$ cat config.mk
export PLATFORM = sky130hd
export DESIGN_NAME = multicycle_ctrl
export DESIGN_NICKNAME = d
export VERILOG_FILES = /design/src/rtl/ctrl_pkg.sv /design/src/rtl/ctrl_opdecode.sv /design/src/rtl/multicycle_ctrl.sv
export SDC_FILE = /design/constraint.sdc
export NUM_CORES = 1
export LEC_CHECK = 0
export CORE_MARGIN = 2
export CORE_UTILIZATION = 38
export DETAILED_ROUTE_END_ITERATION = 10
export HOLD_SLACK_MARGIN = 0.03
export PLACE_DENSITY_LB_ADDON = 0.08
export SETUP_SLACK_MARGIN = 0.5
export SLEW_MARGIN = 5
export SYNTH_ARGS = -nofsm -noshare
export SYNTH_HDL_FRONTEND = slang
export SYNTH_SLANG_ARGS = --single-unit
$ cat constraint.sdc
create_clock -name clk -period 2.2 [get_ports clk]
set_clock_uncertainty 0.1 [all_clocks]
set_input_delay 0.33 -clock clk [delete_from_list [all_inputs] [get_ports clk]]
set_output_delay 0.33 -clock clk [all_outputs]
set_load 0.05 [all_outputs]
$ cat src/rtl/ctrl_pkg.sv
// Shared encodings for the multi-cycle control path: states, opcode
// classes, and the ALU operand/operation select codes.
package ctrl_pkg;

  typedef enum logic [3:0] {
    S_FETCH,
    S_DECODE,
    S_EXEC_R,
    S_EXEC_I,
    S_ADDR,
    S_MEM_RD,
    S_MEM_WR,
    S_LD_WB,
    S_ALU_WB,
    S_BRANCH,
    S_TRAP
  } state_t;

  localparam logic [6:0] OP_R    = 7'b0110011;
  localparam logic [6:0] OP_I    = 7'b0010011;
  localparam logic [6:0] OP_I_LD = 7'b0000011;
  localparam logic [6:0] OP_S    = 7'b0100011;
  localparam logic [6:0] OP_SB   = 7'b1100011;

  localparam logic [1:0] SRC_A_PC   = 2'd0;
  localparam logic [1:0] SRC_A_OLD  = 2'd1;
  localparam logic [1:0] SRC_A_RS1  = 2'd2;
  localparam logic [1:0] SRC_B_RS2  = 2'd0;
  localparam logic [1:0] SRC_B_FOUR = 2'd1;
  localparam logic [1:0] SRC_B_IMM  = 2'd2;
  localparam logic [1:0] ALU_ADD    = 2'd0;
  localparam logic [1:0] ALU_SUB    = 2'd1;
  localparam logic [1:0] ALU_FUNCT  = 2'd2;

  localparam logic [2:0] F3_BEQ = 3'b000;
  localparam logic [2:0] F3_BNE = 3'b001;

  typedef struct packed {
    logic r;
    logic i;
    logic load;
    logic store;
    logic branch;
    logic illegal;
  } op_class_t;

endpackage

$ cat src/rtl/ctrl_opdecode.sv
// Opcode to instruction-class decode, one-hot, with an
// illegal catch-all for anything the datapath cannot run.
module ctrl_opdecode
  import ctrl_pkg::*;
(
  input  logic [6:0] opcode,
  output op_class_t  cls
);

  always_comb begin
    cls = '0;
    unique case (1'b1)
      (opcode == OP_R):    cls.r      = 1'b1;
      (opcode == OP_I):    cls.i      = 1'b1;
      (opcode == OP_I_LD): cls.load   = 1'b1;
      (opcode == OP_S):    cls.store  = 1'b1;
      (opcode == OP_SB):   cls.branch = 1'b1;
      default:             cls.illegal = 1'b1;
    endcase
  end

endmodule

$ cat src/rtl/multicycle_ctrl.sv
// Multi-cycle control FSM: fetch/decode/execute/memory/write-back
// sequencing, datapath strobes and the retired-instruction counter.
module multicycle_ctrl
  import ctrl_pkg::*;
#(
  parameter int CNT_W = 32
) (
  input  logic             clk,
  input  logic             reset,
  input  logic [6:0]       opcode,
  input  logic [2:0]       funct3,
  input  logic             alu_zero,
  input  logic             mem_ready,
  output logic             ir_write,
  output logic             pc_write,
  output logic             pc_src,
  output logic             mem_read,
  output logic             mem_write,
  output logic             iord,
  output logic             reg_write,
  output logic             mem_to_reg,
  output logic [1:0]       alu_src_a,
  output logic [1:0]       alu_src_b,
  output logic [1:0]       alu_op,
  output logic             retire,
  output logic [CNT_W-1:0] instret,
  output logic             trap
);

  state_t    state;
  state_t    state_nx;
  op_class_t cls;

  ctrl_opdecode u_opdecode (
    .opcode (opcode),
    .cls    (cls)
  );

  always_ff @(posedge clk) begin
    if (reset) begin
      state   <= S_FETCH;
      instret <= '0;
    end else begin
      state <= state_nx;
      if (retire) instret <= instret + 1'b1;
    end
  end

  // Every strobe stays low while reset is held, whatever the state.
  always_comb begin
    state_nx   = state;
    ir_write   = 1'b0;
    pc_write   = 1'b0;
    pc_src     = 1'b0;
    mem_read   = 1'b0;
    mem_write  = 1'b0;
    iord       = 1'b0;
    reg_write  = 1'b0;
    mem_to_reg = 1'b0;
    alu_src_a  = SRC_A_PC;
    alu_src_b  = SRC_B_RS2;
    alu_op     = ALU_ADD;
    retire     = 1'b0;
    trap       = 1'b0;
    if (!reset) begin
      unique case (state)
        S_FETCH: begin
          mem_read  = 1'b1;
          alu_src_b = SRC_B_FOUR;
          if (mem_ready) begin
            ir_write = 1'b1;
            pc_write = 1'b1;
            state_nx = S_DECODE;
          end
        end
        S_DECODE: begin
          alu_src_a = SRC_A_OLD;
          alu_src_b = SRC_B_IMM;
          unique case (1'b1)
            cls.r:      state_nx = S_EXEC_R;
            cls.i:      state_nx = S_EXEC_I;
            cls.load,
            cls.store:  state_nx = S_ADDR;
            cls.branch: state_nx = S_BRANCH;
            default:    state_nx = S_TRAP;
          endcase
        end
        S_EXEC_R: begin
          alu_src_a = SRC_A_RS1;
          alu_op    = ALU_FUNCT;
          state_nx  = S_ALU_WB;
        end
        S_EXEC_I: begin
          alu_src_a = SRC_A_RS1;
          alu_src_b = SRC_B_IMM;
          alu_op    = ALU_FUNCT;
          state_nx  = S_ALU_WB;
        end
        S_ADDR: begin
          alu_src_a = SRC_A_RS1;
          alu_src_b = SRC_B_IMM;
          state_nx  = cls.load ? S_MEM_RD : S_MEM_WR;
        end
        S_MEM_RD: begin
          mem_read = 1'b1;
          iord     = 1'b1;
          if (mem_ready) state_nx = S_LD_WB;
        end
        S_MEM_WR: begin
          mem_write = 1'b1;
          iord      = 1'b1;
          if (mem_ready) begin
            retire   = 1'b1;
            state_nx = S_FETCH;
          end
        end
        S_LD_WB: begin
          reg_write  = 1'b1;
          mem_to_reg = 1'b1;
          retire     = 1'b1;
          state_nx   = S_FETCH;
        end
        S_ALU_WB: begin
          reg_write = 1'b1;
          retire    = 1'b1;
          state_nx  = S_FETCH;
        end
        S_BRANCH: begin
          alu_src_a = SRC_A_RS1;
          alu_op    = ALU_SUB;
          state_nx  = S_FETCH;
          unique case (funct3)
            F3_BEQ: begin
              pc_write = alu_zero;
              pc_src   = 1'b1;
              retire   = 1'b1;
            end
            F3_BNE: begin
              pc_write = ~alu_zero;
              pc_src   = 1'b1;
              retire   = 1'b1;
            end
            default: state_nx = S_TRAP;
          endcase
        end
        S_TRAP: trap = 1'b1;
        default: state_nx = S_FETCH;
      endcase
    end
  end

endmodule

==> impl_metrics.csv, run 1 <==
group,metric,value,unit
pwr,peakVddDrop,0.308,mV
floorplanning,die_x,77.9,microns
clock_network,clk_latency,0.30,ns
grt,first_global_vias,2292,
grt,antenna_found_initial,0,
run,maxCapViolCount,0,
grt,grt_max_degree,24,
synth,synth_nets,281,
floorplanning,core_area,5170,sq um
routing,post-route-drc-count,0,
final_layout,nNetsFinal,396,
timing,fin_crit_sh,1.03,
routing,firstDrtPassIters,6,
final_layout,finalInstanceArea,3920,sq um
synth,ys.flop_type,"dfxtp_1",
timing,finalSetupViolCount,9,
grt,grt_overflow_total,0,
synth,synth_top_area_frac,0.348,
clock_network,hold_buffers,0,
synth,async_reset_ff_frac,0,
synth,synth_most_common_cell,"dfxtp_1",
synth,synth_cell_types,46,
grt,grt_pass1_wl,10.9,mm
routing,routedWlPerCell,16.6,microns
timing,period_needed,2.26,ns
floorplanning,ios,62,
placed_design,gp_congestion,0.832,
run_status,status,"finished, violations left",
synth,syn_area,2070,sq um
grt,use_met3,0.0419,
grt,use_met1,0.298,
clock_network,cts.sinks,36,
floorplanning,start_util,0.401,
synth,synth_cells,266,
timing,holdWs,0.341,ns
pwr,p_total,1.48,mW
final_layout,finalNonFillerCells,452,
routing,drtIter0Drc,116,
placed_design,dp_hpwl,4.28,mm
placed_design,post_dp_cell_area,3260,sq um
pwr,power_leakage,1.48,nW
final_layout,drive_above_1_share,0.429,
synth,synth_edf_count,0,
placed_design,io_buffer_count,61,
pwr,power_density,379,nW/um^2
synth,yosysSeqAreaShare,0.348,
synth,avgSynthCellArea,7.79,sq um
critical_path,end_kind,"output pin",
timing,max-slew-margin-rel,0.602,
placed_design,dp_cells,413,
run_status,violations,"setup timing",
clock_network,cts_buffers,5,
timing,fin_ws,-0.0582,ns
synth,synth-seq-cells,36,
routing,routed_via_density,5.77,
clock_network,clockBufferDepth,2,
timing,maxSlewViolCount,0,
grt,globalRoute.busiestLayer,"met2",
final_layout,synthToLayoutAreaGrowth,89.2,%
timing,rsz0062_at_grt,"true",
floorplanning,die_height,77.9,microns
synth,synth_area_leaders,"dfxtp_1, a21oi_1, or3_1, o21ai_0, nor2_1",
timing,tightest_slew,0.593,ns
grt,grtUsageMet2,0.354,
clock_network,clk_pin_slew_worst_paths,0.08,ns
critical_path,path_class,"flip-flop to output pin",
final_layout,antenna-diode-count,0,
grt,grt.total_usage,0.219,
floorplanning,die_area,6060,sq um
timing,fmax,0.443,GHz
synth,yosys_warnings,0,
synth,yosys-top-cells-count,"dfxtp_1, a21oi_1, o21ai_0",
clock_network,cts-htree-levels,2,
floorplanning,rows,26,
critical_path,worstPathArrival,1.83,ns
timing,final_hold_viol_count,0,
clock_network,cts_tree,"built",
routing,postRouteAntennaNets,0,
critical_path,cp-start-kind,"flip-flop",
clock_network,cts_root_buf,"clkbuf_8",
synth,yosysTopAreaCell,"dfxtp_1",
critical_path,crit_fanout,5,
critical_path,crit_required,1.77,ns
worst_hold_path,min_path_type,"input pin to flip-flop",
routing,routed_wl,7.49,mm
routing,via_count,2608,
-- cell usage in the layout, fill, tap and decap left out, types with 5 or more instances in the layout --
master,n
dfxtp_4,19
nand2_1,17
buf_6,18
or4_1,7
a21oi_1,25
buf_12,17
o21ai_1,5
nand3_1,7
buf_4,38
clkdlybuf4s50_1,10
dlygate4sd2_1,24
o31ai_1,6
o21ai_0,16
nor2_1,18
xnor2_1,5
or3_1,15
clkbuf_8,5
dfxtp_1,16
nand4_1,10
-- through the flow --
step                      setup WS [ns]  utilization  setup TNS (ns)
after floorplan                 -0.0130            -         -0.0289
after global placement           -0.364        0.631           -7.85
after detailed placement         -0.396        0.631           -8.62
after CTS                      -0.00980        0.703         -0.0233
after global routing             -0.101        0.758          -0.963
final                           -0.0582        0.758          -0.210
-- power by group --
part / leakage, nW / total [mW] / internal, mW / switching, mW
sequential: 0.306 / 0.646 / 0.636 / 0.00994
combinational: 1.12 / 0.349 / 0.180 / 0.170
clock: 0.0479 / 0.490 / 0.221 / 0.268
-- routing by layer --
| layer | part of all wire | wire length, microns |
|---|---|---|
| met5 | 0 | 0 |
| met4 | 0.013 | 95 |
| met3 | 0.057 | 429 |
| met2 | 0.50 | 3770 |
| met1 | 0.43 | 3190 |
-- worst max-delay path: stages (launching register included) --
cell and delay, ns:
dfxtp_4 0.40, buf_4 0.15, nand2b_4 0.06, or4_4 0.48
clkinv_8 0.09, buf_8 0.11, a21o_4 0.12, buf_12 0.12
-- cell families after synthesis --
family / share of synthesized area
AO/OA/AOI/OAI: 0.219
flip-flops: 0.348
buffers and inverters: 0.0410
XOR/XNOR: 0.0338
adder cells (fa/ha/maj): 0.00603
AND/OR/NAND/NOR: 0.343
multiplexers: 0.00966
-- sequential cells by signal (all words and copies together), names as in the netlist --
name / cells
state: 4
instret: 32
-- final cells by class --
| cell class | count | area, sq um |
|---|---|---|
| Inverter | 5 | 36.3 |
| Clock buffer | 5 | 68.8 |
| Multi-Input combinational cell | 212 | 1640 |
| Fill cell | 346 | 1250 |
| Clock inverter | 3 | 18.8 |
| Timing Repair Buffer | 121 | 1280 |
| Sequential cell | 36 | 793 |
| Tap cell | 70 | 87.6 |
-- final timing paths --
check	cells past startpoint	to	slack, ns	from
hold / removal	3	state[2]$_SDFFE_PP0P_	0.34	reset
setup reg to reg	7	instret[14]$_SDFFE_PP0P_	-0.04	state[2]$_SDFFE_PP0P_
setup / recovery	7	pc_write	-0.06	state[0]$_SDFFE_PP0P_
hold reg to reg	2	instret[31]$_SDFFE_PP0P_	0.39	instret[31]$_SDFFE_PP0P_
-- repair_timing --
action	CTS	global route
endpoints found under the setup margin	80	55
gates resized for setup	95	40
setup buffers	12	15
cloned	1	3
pin swaps	27	27
Power figures use the tool's default switching activity.
==> run 2: changes to the inputs <==
Settings changed: CORE_ASPECT_RATIO set to 1.1.
==> run 2 against run 1 <==
The run still ends with setup timing left. Global-route usage increased by 2.3 points. Cell count rose by 2.7%. Sequential share of layout area decreased by 1.7 points. Total power grew 19%. Sequential power decreased by 0.6%. Worst setup slack got worse by 0.077 ns. First-iteration DRC count rose by 47%. Largest power group is now clock.
==> impl_metrics.csv, run 2 (synthesis results as in run 1) <==
group,metric,value,unit
run_status,status,"finished, violations left",
run_status,violations,"setup timing",
placed_design,gp_congestion,0.873,
final_layout,nNetsFinal,403,
timing,fin_ws,-0.135,ns
clock_network,cts-htree-levels,2,
pwr,p_total,1.77,mW
final_layout,largest_reg_flops,32,
routing,routedWlPerCell,17.9,microns
timing,period_needed,2.34,ns
timing,fmax,0.428,GHz
pwr,switching_share,0.258,
timing,maxSlewViolCount,0,
routing,routed_wl,8.32,mm
grt,grtUsageMet2,0.419,
pwr,clkPwrFrac,0.422,
critical_path,critical_path_buf_inv_count,3,
final_layout,final_common_cell,"buf_6",
critical_path,crit_fanout,6,
routing,post-route-drc-count,0,
pwr,power_switching,0.456,mW
placed_design,dp_cells,420,
grt,globalRoute.busiestLayer,"met2",
critical_path,crit_top_cell,"buf_6",
critical_path,path_class,"flip-flop to flip-flop",
clock_network,cts_buffers,5,
pwr,p_int,1.31,mW
routing,drtIter0Drc,170,
critical_path,slowest_delay,0.54,ns
clock_network,clk_latency,0.30,ns
placed_design,io_buffer_count,61,
critical_path,worstPathArrival,2.46,ns
placed_design,dp_slack,-0.429,ns
final_layout,drive_above_1_share,0.501,
critical_path,crit_chain,"or4b_1, a21o_1, clkinv_4, buf_6, o311ai_4, buf_6, or4_4, a21oi_1",
placed_design,dp_hpwl,4.51,mm
critical_path,r2r_cells,8,
clock_network,clockBufferDepth,2,
clock_network,cts.sinks,36,
floorplanning,rows,28,
final_layout,top_register,"instret",
grt,grt.total_usage,0.242,
critical_path,cp-start-kind,"flip-flop",
worst_hold_path,whs_path_depth,3,
grt,grt_max_degree,19,
critical_path,crit_family,"simple AND/OR/NAND/NOR gates",
pwr,power_leakage,1.57,nW
critical_path,cp_slowest_cell,"or4b_1",
critical_path,end_kind,"flip-flop",
timing,tightest_slew,0.509,ns
grt,use_met1,0.284,
grt,use_met3,0.0466,
floorplanning,die_area,6060,sq um
pwr,peakVddDrop,0.331,mV
grt,grt_overflow_total,0,
timing,finalSetupViolCount,18,
timing,max-slew-margin-rel,0.662,
timing,rsz0062_at_grt,"true",
timing,final_hold_viol_count,0,
pwr,power_density,417,nW/um^2
final_layout,multiInputGateArea,1730,sq um
final_layout,antenna-diode-count,0,
pwr,power_frac_comb,0.215,
critical_path,crit_required,2.32,ns
clock_network,cts_tree,"built",
timing,fin_crit_sh,1.06,
routing,via_count,2657,
clock_network,cts_root_buf,"clkbuf_8",
final_layout,reg.largest.list,"instret: 32 flops, state: 4 flops",
floorplanning,die_height,81.5,microns
final_layout,most-common-layout-cells,"buf_6, buf_4, dlygate4sd2_1, buf_12, nor2_1",
floorplanning,die_x,74.4,microns
routing,firstDrtPassIters,4,
final_layout,finalNonFillerCells,464,
floorplanning,ios,62,
grt,first_global_vias,2453,
final_layout,synthToLayoutAreaGrowth,104,%
floorplanning,core_area,5330,sq um
timing,holdWs,0.379,ns
grt,antenna_found_initial,0,
final_layout,n_fill_cell,340,
floorplanning,start_util,0.389,
routing,routed_via_density,5.73,
final_layout,regArea,786,sq um
worst_hold_path,min_path_type,"input pin to flip-flop",
critical_path,worst-path-stages,8,
run,maxCapViolCount,0,
clock_network,clk_pin_slew_worst_paths,0.09,ns
grt,grt_pass1_wl,11.5,mm
pwr,pwr-share-seq,0.363,
routing,postRouteAntennaNets,0,
run 2: changes by cell type in the layout (fill, tap and decap cells not counted), sizes merged:
cell	previous run	this run
dlygate4sd2	24	23
clkbuf	10	13
o31ai	11	10
buf	75	83
clkinv	5	2
bufbuf	0	1
bufinv	0	1
clkdlybuf4s15	7	6
run 2: repair_timing:
action                                  CTS  global route
endpoints found under the hold margin     0             0
cloned                                    3             1
endpoints found under the setup margin   82            61
hold buffers                              0             0
resized for setup                       117            66
setup buffers                            14            18
pin swaps                                34            23
run 2: final timing paths:
| check | endpoint | slack (ns) | from |
|---|---|---|---|
| worst max-delay path | instret[31]$_SDFFE_PP0P_ | -0.14 | state[1]$_SDFFE_PP0P_ |
| worst min-delay path | instret[1]$_SDFFE_PP0P_ | 0.38 | reset |
| worst max register to register | instret[31]$_SDFFE_PP0P_ | -0.14 | state[1]$_SDFFE_PP0P_ |
| worst min register to register | instret[16]$_SDFFE_PP0P_ | 0.40 | instret[16]$_SDFFE_PP0P_ |
run 2: power groups by stage:
stage          combinational [mW]  sequential, mW  clock (mW)
5_1_grt                     0.397           0.643       0.771
6_report                    0.381           0.642       0.745
3_3_place_gp                0.269           0.656           0
3_5_place_dp                0.269           0.656           0
4_1_cts                     0.337           0.641       0.748
2_1_floorplan               0.133           0.663           0
run 2: stage by stage:
stage               instance area, sq um  setup TNS (ns)  utilization
floorplan                           2250         -0.0289            -
global placement                    3290           -9.06        0.617
detailed placement                  3290           -9.47        0.617
CTS                                 3860          -0.276        0.725
global route                        4240           -2.32        0.796
finish                              4240           -1.04        0.796
run 2: final cells by class:
cell class                      instances  area share
Clock buffer                            7      0.0281
Clock inverter                          1     0.00709
Timing Repair Buffer                  129       0.340
Sequential cell                        36       0.185
Multi-Input combinational cell        211       0.408
Tap cell                               75      0.0222
Inverter                                5     0.00856
run 2: per-layer routing:
metal  wire length (microns)  up-vias
met2                    4420      107
met3                     438       26
li1                        -     1254
met4                     287        0
met5                       0        -
met1                    3170     1270
run 2: worst min-delay path, stage by stage:
cell and delay [ns]:
buf_2 0.14, buf_4 0.18, nor2_1 0.08
==> run 3: changes to the inputs <==
Settings changed: CORE_MARGIN 2 to 3, RECOVER_POWER set to 50.
==> run 3 against run 2 <==
The flow still finishes with violations (setup timing). Cell count shrank 1.9%. Critical path depth shrank 1. Sequential share of layout area increased by 0.74 points. Final area is 7.0% lower. Via count shrank 1.8%. Worst hold slack improved by 0.028 ns. First-iteration DRC count is 12% lower. Largest power group is now sequential cells.
==> impl_metrics.csv, run 3 (synthesis results as in run 1) <==
group,metric,value,unit
final_layout,most-common-layout-cells,"buf_4, buf_6, a21oi_1, dlygate4sd2_1, dfxtp_1",
final_layout,nNetsFinal,397,
grt,grt_max_degree,26,
critical_path,crit_required,1.77,ns
worst_hold_path,min_path_type,"flip-flop to flip-flop",
critical_path,path_class,"flip-flop to output pin",
run,maxCapViolCount,0,
timing,tightest_slew,0.598,ns
timing,period_needed,2.28,ns
floorplanning,die_area,6380,sq um
floorplanning,die_height,83.5,microns
timing,fin_crit_sh,1.04,
final_layout,antenna-diode-count,0,
critical_path,worstPathArrival,1.85,ns
pwr,power_switching,0.450,mW
critical_path,critical_path_buf_inv_count,4,
floorplanning,die_x,76.4,microns
clock_network,clk_latency,0.30,ns
timing,maxSlewViolCount,0,
clock_network,cts_buffers,5,
clock_network,cts_tree,"built",
pwr,power_leakage,1.47,nW
routing,drtIter0Drc,149,
placed_design,dp_hpwl,4.46,mm
routing,via_count,2608,
critical_path,cp_slowest_cell,"or4_4",
grt,grt.total_usage,0.222,
final_layout,synthToLayoutAreaGrowth,90.0,%
critical_path,crit_chain,"buf_6, nand2b_4, or4_4, clkinv_8, buf_8, a21o_4, buf_12",
routing,firstDrtPassIters,5,
grt,grt_overflow_total,0,
timing,finalSetupViolCount,11,
run_status,status,"finished, violations left",
final_layout,top_register,"instret",
final_layout,final_util,0.767,
placed_design,dp_slack,-0.429,ns
clock_network,clockBufferDepth,2,
critical_path,cp-start-kind,"flip-flop",
pwr,p_int,1.15,mW
final_layout,largest_reg_flops,32,
timing,final_hold_viol_count,0,
routing,routed_wl,7.59,mm
pwr,pwr-share-seq,0.406,
critical_path,crit_family,"simple AND/OR/NAND/NOR gates",
routing,post-route-drc-count,0,
clock_network,hold_buffers,0,
floorplanning,rows,27,
pwr,power_frac_comb,0.218,
timing,fmax,0.439,GHz
grt,grt_pass1_wl,11.8,mm
placed_design,gp_congestion,0.879,
pwr,power_density,407,nW/um^2
critical_path,slowest_delay,0.53,ns
clock_network,cts_root_buf,"clkbuf_8",
final_layout,final_common_cell,"buf_4",
pwr,peakVddDrop,0.369,mV
clock_network,cts-htree-levels,2,
timing,fin_ws,-0.0804,ns
timing,tns,-0.369,ns
grt,antenna_found_initial,0,
run_status,violations,"setup timing",
grt,first_global_vias,2520,
final_layout,drive_above_1_share,0.407,
placed_design,io_buffer_count,61,
clock_network,clk_pin_slew_worst_paths,0.08,ns
timing,max-slew-margin-rel,0.603,
routing,postRouteAntennaNets,0,
final_layout,reg.largest.list,"instret: 32 flops, state: 4 flops",
routing,routed_via_density,5.73,
critical_path,crit_fanout,5,
critical_path,end_kind,"output pin",
pwr,switching_share,0.280,
floorplanning,start_util,0.404,
pwr,clkPwrFrac,0.376,
floorplanning,ios,62,
timing,rsz0062_at_grt,"true",
routing,routedWlPerCell,16.7,microns
clock_network,cts.sinks,36,
floorplanning,core_area,5130,sq um
==> run 3: power groups by stage <==
| stage | clock network [mW] | logic [mW] | registers, mW |
|---|---|---|---|
| after floorplan | 0 | 0.133 | 0.663 |
| after global placement | 0 | 0.266 | 0.656 |
| after detailed placement | 0 | 0.267 | 0.655 |
| after CTS | 0.596 | 0.322 | 0.641 |
| after global routing | 0.629 | 0.366 | 0.652 |
| final | 0.603 | 0.350 | 0.651 |
==> run 3: final cells by class <==
class                      count  area (sq um)
clock buffer                   5          68.8
inverter                       5          36.3
timing repair buffer         122          1300
tap                           72          90.1
clock inverter                 3          41.3
multi-input combinational    212          1640
fill                         361          1200
sequential                    36           759
==> run 3: worst reg2reg max path, stage by stage, from the launching register on <==
cell,delay (ns)
dfxtp_2,0.34
or4b_1,0.51
a21o_1,0.24
clkinv_4,0.08
buf_6,0.09
o311ai_1,0.09
buf_4,0.18
buf_6,0.12
or3_4,0.32
a21oi_2,0.12
==> run 3: timing repair <==
action                                  4_1_cts  5_1_grt
pin swaps                                    34       22
resized for setup                           114       43
endpoints found under the setup margin       82       61
cloned                                        1        2
buffers inserted                             18       10
==> run 3: worst paths after layout <==
| path | startpoint | slack, ns | cells past startpoint | end |
|---|---|---|---|---|
| worst min-delay path | instret[14]$_SDFFE_PP0P_ | 0.41 | 2 | instret[14]$_SDFFE_PP0P_ |
| worst max register to register | state[2]$_SDFFE_PP0P_ | -0.04 | 9 | instret[27]$_SDFFE_PP0P_ |
| worst max-delay path | state[2]$_SDFFE_PP0P_ | -0.08 | 7 | pc_write |
| worst min register to register | instret[14]$_SDFFE_PP0P_ | 0.41 | 2 | instret[14]$_SDFFE_PP0P_ |
==> run 3: per-layer routing <==
metal | share of wire | global-route usage
met1 | 0.40 | 0.251
met4 | 0.035 | 0.109
met2 | 0.51 | 0.384
met5 | 0 | 0
met3 | 0.058 | 0.0583
==> run 3: per-stage QoR <==
stage	hold WS (ns)	cells	instance area, sq um	total power, mW
finish	0.408	455	3940	1.60
global route	0.441	455	3940	1.65
CTS	0.400	443	3790	1.56
detailed placement	0.383	416	3270	0.923
global placement	0.381	416	3270	0.922
floorplan	0.451	266	2250	0.796
